File: src/rtl/exec_ctrl.sv
// Execution sequencer: waits out ROM/RAM read latency, then issues one commit strobe per instruction.
// Optional PC breakpoint halt when BREAKPOINT_EN is defined; bp_addr is ignored otherwise.
module exec_ctrl #(
  parameter int FETCH_LAT = 1,
  parameter int MEM_LAT   = 1,
  parameter int CNT_W     = 32
) (
  input  logic             clk,
  input  logic             rst,
  input  logic             step_pulse,
  input  logic             run_toggle,
  input  logic [31:0]      pc,
  input  logic [31:0]      instr,
  input  logic             mem_ren,
  input  logic [31:0]      bp_addr,
  output logic             commit,
  output logic             running,
  output logic             halted,
  output logic [1:0]       halt_cause,
  output logic [CNT_W-1:0] instr_count
);

  localparam logic [31:0] EBREAK   = 32'h0010_0073;
  localparam logic [3:0]  FETCH_LD = 4'(FETCH_LAT - 1);
  localparam logic [3:0]  MEM_LD   = (MEM_LAT > 0) ? 4'(MEM_LAT - 1) : 4'd0;
  localparam logic [1:0]  CAUSE_RESET = 2'd0;
  localparam logic [1:0]  CAUSE_USER  = 2'd1;
  localparam logic [1:0]  CAUSE_EBRK  = 2'd2;
  localparam logic [1:0]  CAUSE_BP    = 2'd3;

  typedef enum logic [1:0] {
    S_HALT   = 2'd0,
    S_FETCH  = 2'd1,
    S_MEM    = 2'd2,
    S_COMMIT = 2'd3
  } state_t;

  state_t           r_state;
  logic [3:0]       r_wait;
  logic             r_commit;
  logic             r_running;
  logic             r_halted;
  logic             r_stop_req;
  logic [1:0]       r_halt_cause;
  logic [CNT_W-1:0] r_count;

  logic w_fetch_done;
  logic w_to_mem;
  logic w_to_commit;
  logic w_ebreak_hit;
  logic w_bp_hit;

  assign w_fetch_done = (r_state == S_FETCH) && (r_wait == 4'd0);
  assign w_to_mem     = w_fetch_done && mem_ren && (MEM_LAT > 0);
  assign w_to_commit  = (w_fetch_done && !w_to_mem) ||
                        ((r_state == S_MEM) && (r_wait == 4'd0));
  assign w_ebreak_hit = r_running && (instr == EBREAK);

`ifdef BREAKPOINT_EN
  logic r_skip_bp;
  assign w_bp_hit = r_running && !r_skip_bp && (pc == bp_addr);

  // The first instruction after a run start is exempt so a breakpoint halt can be resumed.
  always_ff @(posedge clk or negedge rst) begin
    if (!rst) begin
      r_skip_bp <= 1'b0;
    end else if ((r_state == S_HALT) && run_toggle) begin
      r_skip_bp <= 1'b1;
    end else if (w_to_commit && !w_ebreak_hit && !w_bp_hit) begin
      r_skip_bp <= 1'b0;
    end
  end
`else
  logic w_unused;
  assign w_bp_hit = 1'b0;
  assign w_unused = &{1'b0, pc, bp_addr};
`endif

  // The commit decision is taken on the edge entering COMMIT so the strobe itself is registered.
  always_ff @(posedge clk or negedge rst) begin
    if (!rst) begin
      r_state      <= S_HALT;
      r_wait       <= 4'd0;
      r_commit     <= 1'b0;
      r_running    <= 1'b0;
      r_halted     <= 1'b1;
      r_stop_req   <= 1'b0;
      r_halt_cause <= CAUSE_RESET;
      r_count      <= '0;
    end else begin
      r_commit <= 1'b0;
      case (r_state)
        S_HALT: begin
          if (run_toggle) begin
            r_running  <= 1'b1;
            r_stop_req <= 1'b0;
            r_halted   <= 1'b0;
            r_wait     <= FETCH_LD;
            r_state    <= S_FETCH;
          end else if (step_pulse) begin
            r_running  <= 1'b0;
            r_stop_req <= 1'b0;
            r_halted   <= 1'b0;
            r_wait     <= FETCH_LD;
            r_state    <= S_FETCH;
          end
        end
        S_FETCH: begin
          if (r_running && run_toggle) r_stop_req <= 1'b1;
          if (r_wait != 4'd0) begin
            r_wait <= r_wait - 4'd1;
          end else if (w_to_mem) begin
            r_wait  <= MEM_LD;
            r_state <= S_MEM;
          end else begin
            r_state <= S_COMMIT;
          end
        end
        S_MEM: begin
          if (r_running && run_toggle) r_stop_req <= 1'b1;
          if (r_wait != 4'd0) begin
            r_wait <= r_wait - 4'd1;
          end else begin
            r_state <= S_COMMIT;
          end
        end
        S_COMMIT: begin
          if (r_commit && r_running && !r_stop_req) begin
            r_stop_req <= run_toggle;
            r_wait     <= FETCH_LD;
            r_state    <= S_FETCH;
          end else begin
            r_stop_req <= 1'b0;
            r_halted   <= 1'b1;
            r_state    <= S_HALT;
            if (r_commit) begin
              r_running    <= 1'b0;
              r_halt_cause <= CAUSE_USER;
            end
          end
        end
        default: begin
          r_halted <= 1'b1;
          r_state  <= S_HALT;
        end
      endcase

      if (w_to_commit) begin
        if (w_ebreak_hit) begin
          r_running    <= 1'b0;
          r_halt_cause <= CAUSE_EBRK;
        end else if (w_bp_hit) begin
          r_running    <= 1'b0;
          r_halt_cause <= CAUSE_BP;
        end else begin
          r_commit <= 1'b1;
          r_count  <= r_count + CNT_W'(1);
        end
      end
    end
  end

  assign commit      = r_commit;
  assign running     = r_running;
  assign halted      = r_halted;
  assign halt_cause  = r_halt_cause;
  assign instr_count = r_count;

endmodule

File: config.mk
export PLATFORM = sky130hd
export DESIGN_NAME = exec_ctrl
export DESIGN_NICKNAME = d
export VERILOG_FILES = /design/src/rtl/exec_ctrl.sv
export SDC_FILE = /design/constraint.sdc
export NUM_CORES = 1
export LEC_CHECK = 0
export BUFFER_PORTS_ARGS = -buffer_cell sky130_fd_sc_hd__clkbuf_2
export CELL_PAD_IN_SITES_DETAIL_PLACEMENT = 2
export CELL_PAD_IN_SITES_GLOBAL_PLACEMENT = 2
export CORE_UTILIZATION = 25
export CTS_BUF_LIST = sky130_fd_sc_hd__clkbuf_4
export DETAILED_ROUTE_END_ITERATION = 6
export HOLD_SLACK_MARGIN = 0.06
export PLACE_DENSITY_LB_ADDON = 0.1
export SETUP_SLACK_MARGIN = 0.05
export SYNTH_ARGS = -nofsm -noshare
export SYNTH_HDL_FRONTEND = slang
export SYNTH_SLANG_ARGS = --single-unit
File: constraint.sdc
create_clock -name clk -period 2.42 [get_ports clk]
set_input_delay 0.121 -clock clk [delete_from_list [all_inputs] [get_ports clk]]
set_output_delay 0.121 -clock clk [all_outputs]
set_load 0.03 [all_outputs]
# ---- Word-level counts from Yosys, hierarchy flattened
# Cells that the tools add are included.
dict set report totals {
  mem_bits_ro 0
  mem_bits_rw 0
  out_inout_bits 37
  n_memories 0
  regBits 44
  latchBits 0
}
dict set report classes {
  muxes 35
  bitwise_logic 1
  multipliers 0
  addsub 2
  n_lt_le_gt_ge 0
  n_shift 0
  n_reduce_logical 21
  eq_ne 12
  div 0
}
# cell count
set op_table {}
lappend op_table {{32-bit by 1-bit adder with 32-bit output (second input constant)} 1}
lappend op_table {{32-bit by 21-bit == test with 1-bit output (second input constant)} 1}
lappend op_table {{4-bit two-way mux} 6}
lappend op_table {{2-bit two-way mux} 9}
lappend op_table {{4-bit case mux with 4 select lines} 1}
lappend op_table {{1-bit two-way mux} 15}
lappend op_table {{1-bit logical AND} 8}
lappend op_table {{2-bit inequality test (second input constant)} 4}
lappend op_table {{2-bit case mux with 4 select lines} 1}
lappend op_table {{3-bit AND reduction} 2}
lappend op_table {{2-bit == test (second input constant)} 2}
lappend op_table {{4-bit zero test} 1}
lappend op_table {{2-bit by 1-bit inequality test with 1-bit output (second input constant)} 2}
lappend op_table {{1-bit case mux with 2 select lines} 2}
lappend op_table {{2-bit AND reduction} 2}
lappend op_table {{4-bit AND reduction} 1}
lappend op_table {{4-bit nonzero test} 1}
lappend op_table {{4-bit by 1-bit subtractor with 4-bit output (second input constant)} 1}
lappend op_table {{3-bit by 2-bit inequality test with 1-bit output (second input constant)} 1}
lappend op_table {{3-bit inequality test (second input constant)} 1}
lappend op_table {{1-bit case mux with 3 select lines} 1}
lappend op_table {{2-bit by 1-bit == test with 1-bit output (second input constant)} 1}
lappend op_table {{1-bit zero test} 2}
lappend op_table {{2-bit zero test} 1}
lappend op_table {{other kinds (4)} 4}

# ---- Longest topological paths before layout
# Gate-level depths: netlist of run 1.
dict set report logic_depth {
  word_depth 7
  depth_mapped 8
}

# ---- Worst setup path before layout of run 1
# OpenSTA, ideal clock, no wires.
dict set report synth_path {
  path_type {register to register}
  start {register r_count[5], in the netlist instr_count[5]}
  end {register r_count[25], in the netlist instr_count[25]}
  period_less_slack_ns 2.316
  stages_incl_launch_ff 7
  n_path_buf 1
  arrival_ns 2.235
  required_ns 2.340
  slack_ns 0.104
  cell_sequence {dfrtp_1 -> nand3_2 -> or4_1 -> or4_1 -> buf_2 -> nor4_4 -> xor2_1}
}
dict set report synth_between {
  elab_chain_len 1
}
# element line_no
set synth_rtl {}
lappend synth_rtl {{from (decl)} 45} ;# logic [CNT_W-1:0] r_count;
lappend synth_rtl {{from (signal assigned)} 157} ;# r_count <= r_count + CNT_W'(1);
lappend synth_rtl {{32-bit by 1-bit adder with 32-bit output} 157}
# No other way between the ends.
# A chain may end at the register's enable or synchronous reset.

# ---- Final worst setup path of run 1
dict set report layout_path {
  start {register r_count[11], in the netlist instr_count[11]}
  end {register r_count[29], in the netlist instr_count[29]}
}
# The elaborated chain is that of the path after synthesis.

==> flow_summary_export.csv, run 1 <==
group,metric,value,unit
sta,skew,0.00820,ns
floorplan,initial_core_util,26.4,%
critical_path,r2r-start,"instr_count[11]$_DFFE_PN0P_",
pwr,net-switching-power,0.986,mW
critical_path,end_kind,"flop",
sta,worst_slew_pin_slew,0.582,ns
drt,via_per_inst,4.91,
critical_path,rr_worst_depth,5,
critical_path,path_class,"reg -> reg",
pwr,leakagePower,1.52,nW
yosys,yosys_warnings,0,
final_layout,finalInstanceArea,3010,um^2
final_layout,antenna_cells,0,
sta,rsz0062_at_grt,"no",
sta,setup_viol,0,
yosys,ys_seq_area_share,47.0,%
yosys,yosysTopAreaCell,"dfrtp_1",
critical_path,rr_endpoint,"instr_count[29]$_DFFE_PN0P_",
sta,fin_crit,2.19,ns
floorplan,die_w,98.8,um
cts,cts_sinks,44,
yosys,synth.most_common_cell,"dfrtp_1",
yosys,synth_common_cells,"43 x dfrtp_1, 25 x xor2_1, 17 x nand2_1",
yosys,yosysUniqueCellTypes,44,
yosys,synth_edf_count,0,
placed_design,placed_area,2910,um^2
cts,cts_buffers,5,
outcome,status,"finished clean",
pwr,peakVddDrop,0.338,mV
cts,cts_setup_buffers,0,
grt,grt_pass1_vias,2265,
final_layout,nFillCells,1024,
grt,grt_use_total,14.7,%
cts,insertion_delay,0.34,ns
final_layout,nets,429,
floorplan,die_h,98.8,um
cts,path_clk_slew,0.13,ns
floorplan,io_pins,138,
sta,maxSlewViolCount,0,
pwr,combPwrFrac,42.8,%
yosys,synthArstFlopShare,100,%
pwr,seq_power_share,42.1,%
critical_path,worstPathMaxFanout,6,
cts,root_buffer,"clkbuf_4",
critical_path,worstPathCellList,"nand4_1 -> or4_1 -> or4_4 -> nor3_1 -> xor2_1",
drt,wl_per_cell,15.6,um
yosys,synth_cells,233,
yosys,syn_area_per_cell,10.1,um^2
drt,drt_iter0_drc,51,
grt,antenna_found_initial,0,
critical_path,cpPeakStageDelay,0.58,ns
min_path,hold_class,"in -> reg",
drt,final_antenna_net_count,0,
floorplan,die-area,9770,um^2
min_path,holdPathEnd,"running$_DFF_PN0_",
grt,grt-ovfl-total,0,
yosys,synthDominantCellAreaShare,45.9,%
min_path,hold_start,"step_pulse",
placed_design,dpl.cell_count,419,
final_layout,drive_above_1_share,32.7,%
sta,timing.final.crit_share,90.6,%
placed_design,place_congestion,0.697,
placed_design,dp_hpwl,5230,um
yosys,synth-main-ff-cell,"dfrtp_1",
final_layout,syn2layout_area_growth,28.6,%
sta,hold_violations,0,
yosys,yosys-top-cells-area,"dfrtp_1 46%, xor2_1 9.3%, ha_1 3.7%, nor4_1 3.2%, nor3_1 3.0%",
run,maxCapViolCount,0,
placed_design,post-place-ws,0.142,ns
pwr,total_power,2.34,mW
drt,drt_pass1_iterations,4,
min_path,holdPathStages,4,
pwr,p_int,1.35,mW
pwr,power.density,776,nW/um^2
cts,htree_levels,2,
drt,drcViolationCount,0,
grt,grt_pass1_wl,11400,um
yosys,syn_nets,341,
critical_path,worstSetupStartpointType,"flop",
drt,via_count,2108,
floorplan,coreArea,8890,um^2
yosys,ys_ff_latch,44,
sta,maxSlewHeadroom,61.2,%
drt,wl,6700,um
sta,fmax,0.456,GHz
critical_path,cp.arrival,2.47,ns
final_layout,final_cells,429,
grt,grt_max_degree,32,
cts,tritoncts,"yes",
yosys,synth_area,2340,um^2
sta,layout_setup_ws,0.228,ns
pwr,switching_share,42.2,%
floorplan,placementRows,34,
pwr,p_clk_share,15.1,%
critical_path,rrSetupSlack,0.23,ns
critical_path,slowest_stage,"or4_4",
cts,clk_path_buf_depth,2,
placed_design,portBuffers,73,
sta,setup-tns-final,0,ns
critical_path,required,2.70,ns
-- cells by family after synthesis --
kind of cell | Yosys count | synth area share [%]
compound gates | 25 | 6.78
xor+xnor | 31 | 11.6
fa+ha+maj | 7 | 3.74
buf+inv | 18 | 3.42
flops | 44 | 47.0
mux | 1 | 0.480
simple gates | 107 | 27.0
-- critical path: cells and delay by family (launching register included) --
| family | cells | cell delay [ns] |
|---|---|---|
| and+or+nand+nor | 4 | 1.55 |
| DFF | 1 | 0.41 |
| xor gates and xnor gates | 1 | 0.16 |
-- layer usage --
metal  track usage, %  wire length, um  share of wire (%)  up-vias
met5                0                0                  0        -
met4             3.10               40               0.60        0
met3             2.77              241                3.6        2
met2             24.2             3240                 48       44
met1             20.0             3170                 47     1054
li1                 -                -                  -     1008
-- state kept, by name, summed over array words and instances (netlist names) --
signal	cells
commit	1
halt_cause	2
halted	1
instr_count	32
r_state	2
r_stop_req	1
r_wait	4
running	1
-- area by class of cell --
type,instances,area (um^2),area share (%)
Multi-Input combinational cell,171,1190,39.4
Sequential cell,44,1100,36.6
Timing Repair Buffer,88,498,16.5
Tap cell,108,135,4.48
Clock buffer,6,45.0,1.49
Inverter,11,41.3,1.37
Clock inverter,1,5.00,0.166
-- cells in the final DEF, fill, tap and decap left out, types with 4 or more instances in the layout --
cell      Yosys  routed
nand3_1      13      13
nand4_1       8       8
nand4b_1      4       4
xor2_1       25      25
inv_1        11      11
buf_4         0      11
o21ai_0       7       7
nand2_1      17      17
a21oi_1       6       6
clkbuf_2      0      73
dfrtp_1      43      43
nor4b_1       5       5
xnor2_1       6       6
nor4_1       12      10
nor3_1       14      13
nor2_1       10      10
ha_1          7       7
clkbuf_4      0       6
-- how the worst max path moves through the flow --
stage | start | end | depth (start not counted)
4_1_cts | instr_count[11]$_DFFE_PN0P_ | instr_count[29]$_DFFE_PN0P_ | 5
2_1_floorplan | instr_count[5]$_DFFE_PN0P_ | instr_count[25]$_DFFE_PN0P_ | 6
3_5_place_dp | r_wait[0]$_DFFE_PN0P_ | instr_count[24]$_DFFE_PN0P_ | 8
5_1_grt | r_state[1]$_DFFE_PN0P_ | instr_count[24]$_DFFE_PN0P_ | 8
6_report | instr_count[11]$_DFFE_PN0P_ | instr_count[29]$_DFFE_PN0P_ | 5
3_3_place_gp | instr_count[6]$_DFFE_PN0P_ | instr_count[29]$_DFFE_PN0P_ | 5
-- metrics by stage --
step	hold WS [ns]	util, %
global route	0.110	33.9
CTS	0.0944	33.7
floorplan	-0.175	-
finish	0.107	33.9
global placement	0.163	32.8
detailed placement	0.167	32.8
-- what timing repair did --
action | CTS | global route
hold buffers | 3 | 0
gates resized for setup | 0 | 4
setup endpoints to repair | 0 | 14
hold endpoints to repair | 22 | 0
-- power groups by stage --
| stage | sequential [mW] | clock, mW | combinational, mW |
|---|---|---|---|
| after floorplan | 1.10 | 0 | 0.556 |
| after global placement | 0.995 | 0 | 0.985 |
| after detailed placement | 1.00 | 0 | 1.01 |
| after CTS | 0.986 | 0.375 | 1.02 |
| after global routing | 1.01 | 0.402 | 1.12 |
| final | 0.984 | 0.353 | 1.00 |
Note: power is estimated with default switching activity, not from simulation.
==> inputs of run 2 (changes only) <==
--- a/config.mk
+++ b/config.mk
@@ -8,7 +8,7 @@
 export BUFFER_PORTS_ARGS = -buffer_cell sky130_fd_sc_hd__clkbuf_2
 export CELL_PAD_IN_SITES_DETAIL_PLACEMENT = 2
 export CELL_PAD_IN_SITES_GLOBAL_PLACEMENT = 2
-export CORE_UTILIZATION = 25
+export CORE_UTILIZATION = 27
 export CTS_BUF_LIST = sky130_fd_sc_hd__clkbuf_4
 export DETAILED_ROUTE_END_ITERATION = 6
 export HOLD_SLACK_MARGIN = 0.06
==> constraint.sdc (replaced) <==
create_clock -name clk -period 2.6 [get_ports clk]
set_input_delay 0.13 -clock clk [delete_from_list [all_inputs] [get_ports clk]]
set_output_delay 0.13 -clock clk [all_outputs]
set_load 0.03 [all_outputs]
==> flow_summary_export.csv, run 2 (same netlist as run 1, synthesis figures left out) <==
group,metric,value,unit
final_layout,syn2layout_area_growth,27.1,%
placed_design,dp_hpwl,5240,um
grt,grt_use_total,15.9,%
cts,cts_sinks,44,
sta,timing.final.crit_share,92.6,%
final_layout,seqCellArea,1100,um^2
sta,maxSlewHeadroom,55.8,%
pwr,leakagePower,1.52,nW
run,maxCapViolCount,0,
floorplan,die_w,95.2,um
cts,tritoncts,"yes",
floorplan,die_h,95.2,um
final_layout,finalInstanceArea,2980,um^2
drt,wl_per_cell,15.8,um
critical_path,required,2.91,ns
min_path,holdPathEnd,"running$_DFF_PN0_",
sta,fmax,0.415,GHz
pwr,power.density,734,nW/um^2
grt,grt_max_degree,23,
final_layout,layout_common_cells,"73 x clkbuf_2, 43 x dfrtp_1, 25 x xor2_1",
drt,drcViolationCount,0,
final_layout,antenna_cells,0,
sta,fin_crit,2.41,ns
min_path,hold_start,"step_pulse",
critical_path,rrSetupSlack,0.19,ns
critical_path,worstPathMaxFanout,6,
placed_design,post-place-ws,0.200,ns
min_path,holdPathStages,4,
drt,via_count,2170,
drt,drt_pass1_iterations,4,
placed_design,place_congestion,0.676,
sta,setup_viol,0,
sta,hold_ws,0.0976,ns
floorplan,placementRows,33,
floorplan,initial_core_util,28.2,%
floorplan,coreArea,8300,um^2
final_layout,nFillCells,967,
cts,clk_path_buf_depth,2,
critical_path,rr_worst_depth,5,
sta,rsz0062_at_grt,"no",
placed_design,portBuffers,73,
drt,drt_iter0_drc,33,
critical_path,rr_endpoint,"instr_count[29]$_DFFE_PN0P_",
grt,grt_pass1_wl,11100,um
critical_path,worstSetupStartpointType,"flop",
final_layout,final_core_utilization,35.9,%
critical_path,cp.arrival,2.72,ns
min_path,hold_class,"in -> reg",
cts,root_buffer,"clkbuf_4",
final_layout,drive_above_1_share,31.4,%
grt,grt-ovfl-total,0,
critical_path,path_class,"reg -> reg",
critical_path,r2r-start,"instr_count[9]$_DFFE_PN0P_",
drt,final_antenna_net_count,0,
drt,via_per_inst,5.08,
cts,htree_levels,2,
grt,grt_pass1_vias,2270,
drt,wl,6760,um
sta,hold_violations,0,
cts,path_clk_slew,0.14,ns
sta,setup-tns-final,0,ns
pwr,total_power,2.19,mW
sta,maxSlewViolCount,0,
final_layout,final_common_cell,"clkbuf_2",
sta,skew,0.0121,ns
placed_design,dpl.cell_count,416,
placed_design,placed_area,2900,um^2
floorplan,die-area,9060,um^2
cts,insertion_delay,0.37,ns
final_layout,largest_reg_flops,32,
pwr,peakVddDrop,0.421,mV
outcome,status,"finished clean",
sta,worst_slew_pin_slew,0.663,ns
sta,layout_setup_ws,0.193,ns
critical_path,end_kind,"flop",
cts,cts_buffers,5,
grt,antenna_found_initial,0,
final_layout,final_cells,427,
cts,cts_setup_buffers,0,
final_layout,multi_input_area,1170,um^2
floorplan,io_pins,138,
final_layout,nets,429,
run 2: changes by cell type in the layout (fill, tap and decap cells not counted):
| cell | delta |
|---|---|
| or4_1 | +1 |
| or4_4 | -1 |
| clkinv_1 | +1 |
| nor4_1 | +2 |
| nor3b_1 | +1 |
| nor3b_2 | -1 |
| buf_4 | +1 |
| clkbuf_4 | -1 |
| buf_12 | -1 |
| nor4_2 | -2 |
| clkinv_2 | +1 |
run 2: metal layers:
| layer | GRT usage [%] | routed length, um |
|---|---|---|
| met3 | 4.15 | 354 |
| met2 | 26.5 | 3200 |
| met4 | 4.55 | 78 |
| met5 | 0 | 0 |
| met1 | 20.1 | 3130 |
run 2: power by group:
group          internal, mW  total [mW]  switching (mW)
Combinational         0.360       0.934           0.574
Sequential            0.795       0.913           0.118
Clock                0.0998       0.340           0.240
run 2: layout make-up:
type	instances	share of cell area, %
well taps	105	4.41
flip-flops and latches	44	37.0
inverters	11	1.39
clock buffers	5	1.26
clock inverters	3	0.462
repair buffers	88	16.3
multi-input cells	171	39.2
run 2: what timing repair did:
action                    4_1_cts  5_1_grt
hold endpoints to repair       21        0
gates resized for setup         0        0
hold buffers                    3        0
run 2: worst max-delay path by stage:
| stage | startpoint | end | slack [ns] | cells after the start |
|---|---|---|---|---|
| after global routing | instr_count[9]$_DFFE_PN0P_ | instr_count[31]$_DFFE_PN0P_ | 0.05 | 5 |
| after detailed placement | instr_count[9]$_DFFE_PN0P_ | instr_count[25]$_DFFE_PN0P_ | 0.20 | 5 |
| final | instr_count[9]$_DFFE_PN0P_ | instr_count[29]$_DFFE_PN0P_ | 0.19 | 5 |
| after global placement | instr_count[9]$_DFFE_PN0P_ | instr_count[31]$_DFFE_PN0P_ | 0.26 | 5 |
| after floorplan | instr_count[5]$_DFFE_PN0P_ | instr_count[25]$_DFFE_PN0P_ | 0.28 | 6 |
| after CTS | instr_count[9]$_DFFE_PN0P_ | instr_count[25]$_DFFE_PN0P_ | 0.18 | 5 |
run 2: worst max-delay path, cell delays in order (launching register included):
cell	delay, ns
dfrtp_1	0.45
nand4_1	0.20
or4_1	0.54
or4_1	0.67
nor3_1	0.31
xor2_1	0.17
==> inputs of run 3 (changes only) <==
--- a/config.mk
+++ b/config.mk
@@ -12,7 +12,7 @@
 export CTS_BUF_LIST = sky130_fd_sc_hd__clkbuf_4
 export DETAILED_ROUTE_END_ITERATION = 6
 export HOLD_SLACK_MARGIN = 0.06
-export PLACE_DENSITY_LB_ADDON = 0.1
+export PLACE_DENSITY = 0.95
 export SETUP_SLACK_MARGIN = 0.05
 export SYNTH_ARGS = -nofsm -noshare
 export SYNTH_HDL_FRONTEND = slang
==> flow_summary_export.csv, run 3 (same netlist as run 1, synthesis figures left out) <==
group,metric,value,unit
final_layout,antenna_cells,0,
critical_path,worstSetupStartpointType,"flop",
pwr,seq_power_share,41.9,%
critical_path,worstPathMaxFanout,6,
sta,timing.final.crit_share,92.2,%
critical_path,rrSetupSlack,0.20,ns
placed_design,portBuffers,73,
cts,cts_buffers,5,
floorplan,die_h,95.2,um
sta,hold_violations,0,
pwr,peakVddDrop,0.276,mV
critical_path,required,2.91,ns
sta,fmax,0.417,GHz
grt,grt_max_degree,45,
final_layout,final_core_utilization,35.7,%
critical_path,rr_worst_depth,5,
drt,wl_per_cell,15.7,um
final_layout,nets,426,
final_layout,final_common_cell,"clkbuf_2",
critical_path,r2r-start,"instr_count[8]$_DFFE_PN0P_",
pwr,leakagePower,1.50,nW
floorplan,io_pins,138,
final_layout,layout_common_cells,"73 x clkbuf_2, 43 x dfrtp_1, 25 x xor2_1",
floorplan,coreArea,8300,um^2
critical_path,critPathLaunch,"instr_count[8]$_DFFE_PN0P_",
drt,wl,6660,um
cts,tritoncts,"yes",
drt,final_antenna_net_count,0,
cts,cts_setup_buffers,0,
floorplan,initial_core_util,28.2,%
critical_path,rr_endpoint,"instr_count[23]$_DFFE_PN0P_",
pwr,switching_share,42.9,%
pwr,p_clk_share,15.5,%
run,maxCapViolCount,0,
cts,path_clk_slew,0.14,ns
sta,rsz0062_at_grt,"no",
grt,grt_pass1_wl,11200,um
drt,via_count,2160,
cts,cts_sinks,44,
cts,htree_levels,2,
drt,drt_pass1_iterations,4,
sta,skew,0.0122,ns
drt,drt_iter0_drc,75,
placed_design,place_congestion,0.756,
sta,maxSlewHeadroom,61.1,%
final_layout,syn2layout_area_growth,26.4,%
pwr,power.density,743,nW/um^2
placed_design,dp_hpwl,5140,um
pwr,total_power,2.20,mW
pwr,net-switching-power,0.945,mW
sta,maxSlewViolCount,0,
floorplan,die-area,9060,um^2
min_path,hold_class,"in -> reg",
grt,grt-ovfl-total,0,
drt,drcViolationCount,0,
sta,setup_viol,0,
grt,grt_pass1_vias,2357,
grt,antenna_found_initial,0,
critical_path,crit_end,"instr_count[23]$_DFFE_PN0P_",
sta,worst_slew_pin_slew,0.583,ns
cts,insertion_delay,0.37,ns
cts,clk_path_buf_depth,2,
drt,via_per_inst,5.09,
sta,setup-tns-final,0,ns
floorplan,die_w,95.2,um
placed_design,placed_area,2870,um^2
critical_path,cp.arrival,2.71,ns
cts,root_buffer,"clkbuf_4",
placed_design,post-place-ws,0.217,ns
final_layout,largest_reg_flops,32,
final_layout,finalInstanceArea,2960,um^2
critical_path,path_class,"reg -> reg",
critical_path,end_kind,"flop",
final_layout,drive_above_1_share,30.7,%
pwr,combPwrFrac,42.6,%
grt,grt_use_total,15.8,%
floorplan,placementRows,33,
sta,fin_crit,2.40,ns
outcome,status,"finished clean",
pwr,p_int,1.26,mW
sta,layout_setup_ws,0.202,ns
## run 3: cell count changes in the layout (fill, tap and decap cells not counted), sizes merged
cell and change:
buf -4, dlygate4sd3 +1
## run 3: layout make-up
type | instances | area (um^2)
Inverter | 11 | 41.3
Clock inverter | 3 | 18.8
Multi-Input combinational cell | 171 | 1170
Clock buffer | 5 | 37.5
Fill cell | 948 | 5340
Timing Repair Buffer | 85 | 465
Tap cell | 105 | 131
Sequential cell | 44 | 1100
## run 3: worst min-delay path by stage
| stage | from | endpoint | slack, ns | cells after the start |
|---|---|---|---|---|
| after detailed placement | rst | instr_count[16]$_DFFE_PN0P_ | 0.27 | 2 |
| after global placement | rst | r_state[0]$_DFFE_PN0P_ | 0.26 | 2 |
| after CTS | instr[24] | halt_cause[0]$_DFF_PN0_ | 0.16 | 4 |
| after floorplan | rst | commit$_DFF_PN0_ | -0.17 | 0 |
| final | instr[24] | halt_cause[0]$_DFF_PN0_ | 0.16 | 4 |
| after global routing | instr[23] | halt_cause[0]$_DFF_PN0_ | 0.20 | 4 |
## run 3: repair_timing
action | in CTS | in global routing
hold endpoints to repair | 46 | 0
gates resized for setup | 0 | 0
hold buffers | 4 | 0
## run 3: power groups by stage
stage / clock network (mW) / logic [mW] / registers, mW
after floorplan: 0 / 0.518 / 1.02
after global routing: 0.378 / 1.05 / 0.941
after detailed placement: 0 / 0.943 / 0.933
final: 0.342 / 0.938 / 0.922
after global placement: 0 / 0.891 / 0.923
after CTS: 0.361 / 0.954 / 0.923
## run 3: stage by stage
stage	instances	hold WS, ns
floorplan	233	-0.166
global placement	412	0.258
detailed placement	412	0.265
CTS	424	0.158
global route	424	0.204
finish	424	0.164
## run 3: worst max-delay path: stages, from the launching register on
cell     delay, ns
dfrtp_1       0.47
nand4_1       0.19
or4_1         0.54
or4_1         0.66
nor3_1        0.31
xor2_1        0.17
## run 3: layer usage
metal | GRT usage (%) | up-vias | part of all wire [%]
met3 | 2.79 | 4 | 3.6
met2 | 28.3 | 61 | 52
met5 | 0 | - | 0
li1 | - | 1007 | -
met1 | 19.5 | 1088 | 44
met4 | 3.41 | 0 | 0.60
